$ cat config.mk
export PLATFORM = sky130hd
export DESIGN_NAME = multicycle_control_fsm
export DESIGN_NICKNAME = d
export VERILOG_FILES = /design/src/rtl/multicycle_control_fsm.sv
export SDC_FILE = /design/constraint.sdc
export NUM_CORES = 1
export LEC_CHECK = 0
export ABC_CLOCK_PERIOD_IN_PS = 1800
export CAP_MARGIN = 25
export CORE_MARGIN = 1
export CORE_UTILIZATION = 48
export DETAILED_ROUTE_END_ITERATION = 8
export GPL_ROUTABILITY_DRIVEN = 0
export PLACE_DENSITY = 0.81
export RECOVER_POWER = 100
export SLEW_MARGIN = 20
export SYNTH_ARGS = -nofsm -noshare
export SYNTH_HDL_FRONTEND = slang
export SYNTH_SLANG_ARGS = --single-unit
$ cat constraint.sdc
create_clock -name clk -period 1.8 [get_ports clk]
set_input_delay 0.45 -clock clk [delete_from_list [all_inputs] [get_ports clk]]
set_output_delay 0.45 -clock clk [all_outputs]
set_load 0.005 [all_outputs]
$ cat src/rtl/multicycle_control_fsm.sv
// Multicycle RISC-V style control unit: Moore FSM plus a Mealy pc_write and a retired-instruction counter.
// Optional build macro ILLEGAL_TRAP_EN routes unknown opcodes to a sticky TRAP state.
module multicycle_control_fsm #(
  parameter int unsigned RETIRE_CNT_W = 32
) (
  input  logic                    clk,
  input  logic                    rst_n,
  input  logic [6:0]              op_code,
  input  logic                    zero,
  input  logic                    mem_ready,
  output logic                    pc_write,
  output logic                    adr_src,
  output logic                    ir_write,
  output logic                    mem_write,
  output logic                    reg_write,
  output logic [1:0]              result_src,
  output logic [1:0]              alu_src_a,
  output logic [1:0]              alu_src_b,
  output logic [1:0]              alu_op,
  output logic [1:0]              imm_src,
  output logic                    instr_retired,
  output logic [RETIRE_CNT_W-1:0] instret,
  output logic                    illegal_instr
);

  localparam logic [3:0] S_FETCH    = 4'd0;
  localparam logic [3:0] S_DECODE   = 4'd1;
  localparam logic [3:0] S_MEMADR   = 4'd2;
  localparam logic [3:0] S_MEMREAD  = 4'd3;
  localparam logic [3:0] S_MEMWB    = 4'd4;
  localparam logic [3:0] S_MEMWRITE = 4'd5;
  localparam logic [3:0] S_EXECUTER = 4'd6;
  localparam logic [3:0] S_EXECUTEI = 4'd7;
  localparam logic [3:0] S_ALUWB    = 4'd8;
  localparam logic [3:0] S_BEQ      = 4'd9;
  localparam logic [3:0] S_JAL      = 4'd10;
  localparam logic [3:0] S_TRAP     = 4'd11;

  localparam logic [6:0] OP_LOAD  = 7'b0000011;
  localparam logic [6:0] OP_STORE = 7'b0100011;
  localparam logic [6:0] OP_RTYPE = 7'b0110011;
  localparam logic [6:0] OP_ITYPE = 7'b0010011;
  localparam logic [6:0] OP_BEQ   = 7'b1100011;
  localparam logic [6:0] OP_JAL   = 7'b1101111;

  logic [3:0]              r_state;
  logic [3:0]              w_state_next;
  logic                    w_pc_update;
  logic                    w_branch;
  logic                    w_retire;
  logic                    r_retired;
  logic [RETIRE_CNT_W-1:0] r_instret;

  // State register; reset lands in FETCH from any state, including a pending memory wait.
  always_ff @(posedge clk or negedge rst_n) begin
    if (!rst_n) begin
      r_state   <= S_FETCH;
      r_retired <= 1'b0;
      r_instret <= '0;
    end else begin
      r_state   <= w_state_next;
      r_retired <= w_retire;
      if (w_retire) r_instret <= r_instret + RETIRE_CNT_W'(1);
    end
  end

  // Next-state and Moore output decode.
  always_comb begin
    w_state_next = r_state;
    w_pc_update  = 1'b0;
    w_branch     = 1'b0;
    w_retire     = 1'b0;
    adr_src      = 1'b0;
    ir_write     = 1'b0;
    mem_write    = 1'b0;
    reg_write    = 1'b0;
    result_src   = 2'b00;
    alu_src_a    = 2'b00;
    alu_src_b    = 2'b00;
    alu_op       = 2'b00;
    case (r_state)
      S_FETCH: begin
        alu_src_b   = 2'b10;
        result_src  = 2'b10;
        ir_write    = mem_ready;
        w_pc_update = mem_ready;
        if (mem_ready) w_state_next = S_DECODE;
      end
      S_DECODE: begin
        alu_src_a = 2'b01;
        alu_src_b = 2'b01;
        case (op_code)
          OP_LOAD, OP_STORE: w_state_next = S_MEMADR;
          OP_RTYPE:          w_state_next = S_EXECUTER;
          OP_ITYPE:          w_state_next = S_EXECUTEI;
          OP_BEQ:            w_state_next = S_BEQ;
          OP_JAL:            w_state_next = S_JAL;
`ifdef ILLEGAL_TRAP_EN
          default:           w_state_next = S_TRAP;
`else
          default:           w_state_next = S_FETCH;
`endif
        endcase
      end
      S_MEMADR: begin
        alu_src_a    = 2'b10;
        alu_src_b    = 2'b01;
        w_state_next = op_code[5] ? S_MEMWRITE : S_MEMREAD;
      end
      S_MEMREAD: begin
        adr_src = 1'b1;
        if (mem_ready) w_state_next = S_MEMWB;
      end
      S_MEMWB: begin
        result_src   = 2'b01;
        reg_write    = 1'b1;
        w_retire     = 1'b1;
        w_state_next = S_FETCH;
      end
      S_MEMWRITE: begin
        adr_src   = 1'b1;
        mem_write = 1'b1;
        if (mem_ready) begin
          w_retire     = 1'b1;
          w_state_next = S_FETCH;
        end
      end
      S_EXECUTER: begin
        alu_src_a    = 2'b10;
        alu_op       = 2'b11;
        w_state_next = S_ALUWB;
      end
      S_EXECUTEI: begin
        alu_src_a    = 2'b10;
        alu_src_b    = 2'b01;
        alu_op       = 2'b11;
        w_state_next = S_ALUWB;
      end
      S_ALUWB: begin
        reg_write    = 1'b1;
        w_retire     = 1'b1;
        w_state_next = S_FETCH;
      end
      S_BEQ: begin
        alu_src_a    = 2'b10;
        alu_op       = 2'b01;
        w_branch     = 1'b1;
        w_retire     = 1'b1;
        w_state_next = S_FETCH;
      end
      S_JAL: begin
        alu_src_a    = 2'b01;
        alu_src_b    = 2'b10;
        w_pc_update  = 1'b1;
        w_state_next = S_ALUWB;
      end
      S_TRAP:  w_state_next = S_TRAP;
      default: w_state_next = S_FETCH;
    endcase
  end

  assign pc_write      = w_pc_update | (w_branch & zero);
  assign instr_retired = r_retired;
  assign instret       = r_instret;

  // Immediate format follows the opcode in every state.
  always_comb begin
    case (op_code)
      OP_STORE: imm_src = 2'b01;
      OP_BEQ:   imm_src = 2'b10;
      OP_JAL:   imm_src = 2'b11;
      default:  imm_src = 2'b00;
    endcase
  end

`ifdef ILLEGAL_TRAP_EN
  logic r_illegal;

  // Sticky until reset; rises together with entry into TRAP.
  always_ff @(posedge clk or negedge rst_n) begin
    if (!rst_n) r_illegal <= 1'b0;
    else if (w_state_next == S_TRAP) r_illegal <= 1'b1;
  end

  assign illegal_instr = r_illegal;
`else
  assign illegal_instr = 1'b0;
`endif

endmodule

* Word level (Yosys, flattened, before mapping)
Cells that the tools add are included.
** Cells by class
- Add/sub/neg operators :: 1
- Equal/unequal tests :: 20
- Muxes and demuxes :: 19
- Bitwise gates (word level) :: 2
- Reductions and logical operators :: 12
** Operator list (number)
- 32-bit by 1-bit adder with 32-bit output (second input constant) :: 1
- 4-bit one-hot mux with 7 select lines :: 1
- 4-bit one-hot mux with 5 select lines :: 1
- 4-bit by 3-bit == test with 1-bit output (second input constant) :: 4
- 4-bit == test (second input constant) :: 4
- 2-bit one-hot mux with 2 select lines :: 4
- 7-bit by 6-bit == test with 1-bit output (second input constant) :: 2
- 7-bit == test (second input constant) :: 2
- 4-bit 2-to-1 mux :: 3
- 2-bit OR reduction :: 6
- 3-bit OR reduction :: 3
- 4-bit by 2-bit == test with 1-bit output (second input constant) :: 2
- 7-bit by 2-bit == test with 1-bit output (second input constant) :: 1
- 7-bit by 5-bit == test with 1-bit output (second input constant) :: 1
- 1-bit 2-to-1 mux :: 6
- 2-bit != test (second input constant) :: 3
- 2-bit one-hot mux with 3 select lines :: 1
- 4-bit by 1-bit == test with 1-bit output (second input constant) :: 1
- 4-bit zero test :: 1
- 1-bit one-hot mux with 2 select lines :: 2
- 4-bit OR reduction :: 1
- 3-bit 2-to-1 mux :: 1
- 3-bit AND reduction :: 1
- 1-bit AND :: 1
- 1-bit OR :: 1
** Word-level totals
- Register bits :: 37
- Input bits :: 11
- Output and inout bits :: 49

* Depth between registers and ports, before layout
- Word-level depth :: 4
- Gate-level depth with buffers :: 7
- Gate-level depth less buffers :: 5

* Worst setup path after synthesis
OpenSTA, ideal clock, no wires.
- Path type :: register to output
- Start point :: register r_state[1]
- End point :: output alu_src_a[0]
- Arrival time :: 1.271 ns
- Setup slack :: 0.079 ns
- Cell stages (with the launch flop) :: 6
- Path buffers :: 2
- Path through :: dfrtp_1 > buf_2 > clkbuf_1 > nand2_1 > o22a_1 > nor2_1
** Between the ends
- Longest elaborated chain between the ends :: 3
- Elaborated cells between the ends (all ways) :: 9
** Ends and longest elaborated chain
- start: declaration :: line 46 : logic [3:0] r_state;
- start signal: assignment :: line 61 : r_state <= w_state_next;
- 4-bit by 3-bit == test with 1-bit output, or another cell as far along :: line 81 : case (r_state)
- 4-bit OR reduction (no source line) or 2-bit OR reduction (tied branches)
- 2-bit one-hot mux with 2 select lines * :: line 81
- end: declaration :: line 17 : output logic [1:0] alu_src_a,
Mark *: on every way between the ends. The rest lies on a longest branch, timed or not.

* Worst setup path in the final report
- Start point :: register r_state[3]
- End point :: register r_instret[31], in the netlist instret[31]
** Between the ends
- Longest elaborated chain between the ends :: 3
- Elaborated cells between the ends (all ways) :: 6
** Ends and longest elaborated chain
- 4-bit == test or 4-bit by 3-bit == test with 1-bit output (tied branches) :: line 81
- 3-bit OR reduction (no source line)
- 1-bit one-hot mux with 2 select lines * :: line 81
- end signal: assignment :: line 63 : if (w_retire) r_instret <= r_instret + RETIRE_CNT_W'(1);
- end: declaration :: line 52 : logic [RETIRE_CNT_W-1:0] r_instret;
Marked as above.
A chain may end at the register's enable or synchronous reset.

==> impl_summary.log <==
INFO  metric failing_checks = setup timing
INFO  metric p_clk_frac = 0.285
INFO  metric worstReg2RegEnd = instret[31]$_DFFE_PN0P_
INFO  metric cp_data_required_time = 2.01 ns
INFO  metric netSwitchingPower = 1.05 mW
INFO  metric layout.nets = 366
INFO  metric comb_power_share = 0.394
INFO  metric design.die.area = 4620 sq um
INFO  metric clock_sink_count = 37
INFO  metric drt.antenna.violating_nets = 0
INFO  metric fillerInstances = 138
INFO  metric ys_seq_area_frac = 0.443
INFO  metric initial_utilization = 0.511
INFO  metric fin_worst_skew = 0.0127 ns
INFO  metric timing.max_cap.violations = 0
INFO  metric clk-insertion-delay-late = 0.32 ns
INFO  metric first_global_vias = 2229
INFO  metric grt_max_degree = 38
INFO  metric synth_area_per_cell = 9.49 sq um
INFO  metric setup_viol = 46
INFO  metric p_leak = 1.74 nW
INFO  metric kind_of_path_behind_the_tightest_hold_check = register to register
INFO  metric grt_remaining_overflow = 0
INFO  metric postSynthNetCount = 232
INFO  metric r2r_cells = 8
INFO  metric routed_length_per_placed_instance = 23.5 microns
INFO  metric core = 4090 sq um
INFO  metric worst_setup_path_end_kind = register
INFO  metric cts_hold_buffers = 0
INFO  metric rrSetupSlack = -0.28 ns
INFO  metric status = finished with violations
INFO  metric synth_cell_types = 48
INFO  metric groute.usage.overall = 0.329
INFO  metric power_switching_share = 0.337
INFO  metric cts.root.buffer_cell = sky130_fd_sc_hd__clkbuf_8
INFO  metric cellInternalPower = 2.07 mW
INFO  metric ys_ff_latch = 37
INFO  metric antenna_found_initial = 0
INFO  metric worst_ir_drop_vdd = 0.652 mV
INFO  metric timing_worst_slew_pin_value = 0.931 ns
INFO  metric synth_async_sr_flop_share = 1.00
INFO  metric viasPerCell = 6.25
INFO  metric power_density = 824 nW/um^2
INFO  metric dpl.cell_count = 366
INFO  metric timing.critical_path.arrival = 2.30 ns
INFO  metric dieHeight = 68.0 microns
INFO  metric cts_tree = yes
INFO  metric timing_hold_violations_final = 0
INFO  metric grt_setup_unrepaired = true
INFO  metric crit_path_kind = register to register
INFO  metric achievable-frequency = 0.480 GHz
INFO  metric die_w = 68.0 microns
INFO  metric route.vias.total = 2532
INFO  metric slew_violations = 0
INFO  metric cells_taking_the_most_area_after_synthesis = sky130_fd_sc_hd__dfrtp_1 44%, sky130_fd_sc_hd__xnor2_1 11%, sky130_fd_sc_hd__nand3_1 4.8%, sky130_fd_sc_hd__and4_1 3.4%, sky130_fd_sc_hd__nand2_1 3.2%
INFO  metric final.period_utilization = 1.16
INFO  metric path_max_fanout = 7
INFO  metric postSynthCellCount = 220
INFO  metric port_buffers = 58
INFO  metric clkSlewWorstSetupHoldPaths = 0.08 ns
INFO  metric synth_largest_area_cell = sky130_fd_sc_hd__dfrtp_1
INFO  metric rows = 23
INFO  metric hold_path_depth = 1
INFO  metric startpoint_type = register
INFO  metric num_antenna_cells = 0
INFO  metric critical_path.reg2reg.startpoint = r_state[3]$_DFFE_PN0P_
INFO  metric areaGrowthSynthToFinish = 81.8%
INFO  metric drtIter0Drc = 238
INFO  metric post_synthesis_instance_area = 2090 sq um
INFO  metric layout.cells.non_filler = 405
INFO  metric detailed_place_hpwl = 4010 microns
INFO  metric detail_route.wirelength = 9520 microns
INFO  metric seq_power_share = 0.320
INFO  metric clk_path_buf_depth = 2
INFO  metric yosys.area.top_type_share = 0.443
INFO  metric finalWorstSetupSlack = -0.285 ns
INFO  metric num_io_pins = 60
INFO  metric count_of_flip_flops_with_a_built_in_enable_after_synthesis = 0
INFO  metric hold-path-endpoint = instret[24]$_DFFE_PN0P_
INFO  metric postSynth.topFlopCell = sky130_fd_sc_hd__dfrtp_1
INFO  metric fin_total_pwr = 3.13 mW
INFO  metric cts_max_level = 2
INFO  metric slew_headroom = 0.379
INFO  metric synthesis.yosys.warnings = 0
INFO  metric layout-drive-gt1-share = 0.493
INFO  metric tritoncts.num_buffers = 5
INFO  metric drtPass1Iterations = 5
INFO  metric post-route-drc-count = 0
INFO  metric timing.hold.worst.start = instret[24]$_DFFE_PN0P_
INFO  metric grt_first_pass_wirelength = 10800 microns
INFO  metric timing.final.crit_period = 2.08 ns
-- cell families (layout without fill, tap and decap cells) --
logic type,count (synthesis),after routing,share of synthesized area
DFF,37,37,0.443
other,1,1,0.00180
xor gates and xnor gates,33,33,0.138
muxes,1,1,0.00539
buffers and inverters,18,153,0.0401
and+or+nand+nor,105,105,0.290
AOI/OAI and AO/OA,24,24,0.0749
adders and majority gates,1,1,0.00599
-- stage by stage --
| step | hold WS, ns | setup TNS, ns | utilization | setup slack, ns | instance area, sq um |
|---|---|---|---|---|---|
| 4_1_cts | 0.486 | -1.37 | 0.862 | -0.129 | 3520 |
| 3_3_place_gp | 0.474 | -16.43 | 0.747 | -0.782 | 3050 |
| 2_1_floorplan | 0.154 | 0 | - | 0.0794 | 2090 |
| 6_report | 0.513 | -6.60 | 0.929 | -0.285 | 3800 |
| 3_5_place_dp | 0.469 | -13.62 | 0.749 | -0.712 | 3060 |
| 5_1_grt | 0.533 | -7.95 | 0.929 | -0.298 | 3800 |
-- synth_stat cells (2+ instances only) --
| cell | count |
|---|---|
| sky130_fd_sc_hd__nand2_1 | 18 |
| sky130_fd_sc_hd__buf_1 | 2 |
| sky130_fd_sc_hd__nand2b_1 | 6 |
| sky130_fd_sc_hd__clkbuf_1 | 5 |
| sky130_fd_sc_hd__o22ai_1 | 3 |
| sky130_fd_sc_hd__and2b_1 | 2 |
| sky130_fd_sc_hd__nand3_1 | 20 |
| sky130_fd_sc_hd__and3_1 | 3 |
| sky130_fd_sc_hd__nor4_2 | 2 |
| sky130_fd_sc_hd__and4_1 | 8 |
| sky130_fd_sc_hd__nand4_1 | 10 |
| sky130_fd_sc_hd__xor2_1 | 7 |
| sky130_fd_sc_hd__o21ai_0 | 3 |
| sky130_fd_sc_hd__xnor2_1 | 26 |
| sky130_fd_sc_hd__inv_1 | 5 |
| sky130_fd_sc_hd__nor4_1 | 2 |
| sky130_fd_sc_hd__buf_2 | 3 |
| sky130_fd_sc_hd__nor3_1 | 6 |
| sky130_fd_sc_hd__a21oi_1 | 7 |
| sky130_fd_sc_hd__o31ai_1 | 2 |
| sky130_fd_sc_hd__nor2_1 | 17 |
| sky130_fd_sc_hd__dfrtp_1 | 37 |
-- worst max-delay path: stages (launching register included) --
cell and delay (ns):
sky130_fd_sc_hd__dfrtp_1 0.43, sky130_fd_sc_hd__buf_4 0.16, sky130_fd_sc_hd__and2b_1 0.23, sky130_fd_sc_hd__buf_6 0.11, sky130_fd_sc_hd__a21oi_2 0.07, sky130_fd_sc_hd__nor3_2 0.36
sky130_fd_sc_hd__buf_6 0.20, sky130_fd_sc_hd__nand4_1 0.13, sky130_fd_sc_hd__xnor2_1 0.29
-- layer usage --
metal  wire [microns]  vias up  track usage
li1                 -     1046            -
met1             3420     1231        0.373
met2             4710      194        0.574
met3              752       61       0.0700
met4              635        0        0.169
met5                0        -            0
-- flip-flops by register name, indices dropped and copies added, names as in the netlist --
register	cells
instret	32
r_state	4
instr_retired	1
-- power by group through the flow --
stage | logic [mW] | clock network (mW) | registers (mW)
2_1_floorplan | 0.351 | 0 | 0.951
3_3_place_gp | 0.756 | 0 | 0.983
3_5_place_dp | 0.779 | 0 | 0.985
4_1_cts | 0.850 | 0.873 | 0.980
5_1_grt | 1.28 | 0.930 | 1.01
6_report | 1.23 | 0.893 | 1.00
-- how the worst max path moves through the flow --
stage / startpoint / endpoint / slack [ns] / cells after the start
3_3_place_gp: mem_ready / instret[31]$_DFFE_PN0P_ / -0.78 / 6
5_1_grt: r_state[3]$_DFFE_PN0P_ / instret[31]$_DFFE_PN0P_ / -0.30 / 8
2_1_floorplan: r_state[1]$_DFFE_PN0P_ / alu_src_a[0] / 0.08 / 5
4_1_cts: r_state[1]$_DFFE_PN0P_ / alu_src_b[1] / -0.13 / 5
3_5_place_dp: op_code[6] / imm_src[0] / -0.71 / 5
6_report: r_state[3]$_DFFE_PN0P_ / instret[31]$_DFFE_PN0P_ / -0.28 / 8
-- cell usage in the layout, fill, tap and decap left out, types with 5 or more instances in the layout --
cell	count
sky130_fd_sc_hd__nor4_4	5
sky130_fd_sc_hd__dlygate4sd3_1	6
sky130_fd_sc_hd__nand4_1	10
sky130_fd_sc_hd__clkbuf_8	5
sky130_fd_sc_hd__nor2_1	11
sky130_fd_sc_hd__nand2_1	14
sky130_fd_sc_hd__nand3_2	7
sky130_fd_sc_hd__xnor2_1	20
sky130_fd_sc_hd__xnor2_2	5
sky130_fd_sc_hd__and4_1	8
sky130_fd_sc_hd__clkbuf_2	5
sky130_fd_sc_hd__buf_4	57
sky130_fd_sc_hd__clkdlybuf4s50_1	28
sky130_fd_sc_hd__dfrtp_2	6
sky130_fd_sc_hd__xor2_1	7
sky130_fd_sc_hd__buf_6	22
sky130_fd_sc_hd__buf_2	14
sky130_fd_sc_hd__dfrtp_1	31
sky130_fd_sc_hd__nand3_1	10
-- final cells by class --
class	count	area [sq um]	share of cell area
multi-input cells	165	1430	0.378
well taps	50	62.6	0.0165
inverters	5	21.3	0.00560
clock inverters	3	65.1	0.0171
repair buffers	140	1210	0.319
clock buffers	5	68.8	0.0181
flip-flops and latches	37	933	0.246
-- timing repair --
action                     CTS  global route
gates resized for setup    113            66
setup buffers               19            13
pin swaps                   19            28
setup endpoints to repair   28            47
(Power assumes the default switching activity.)
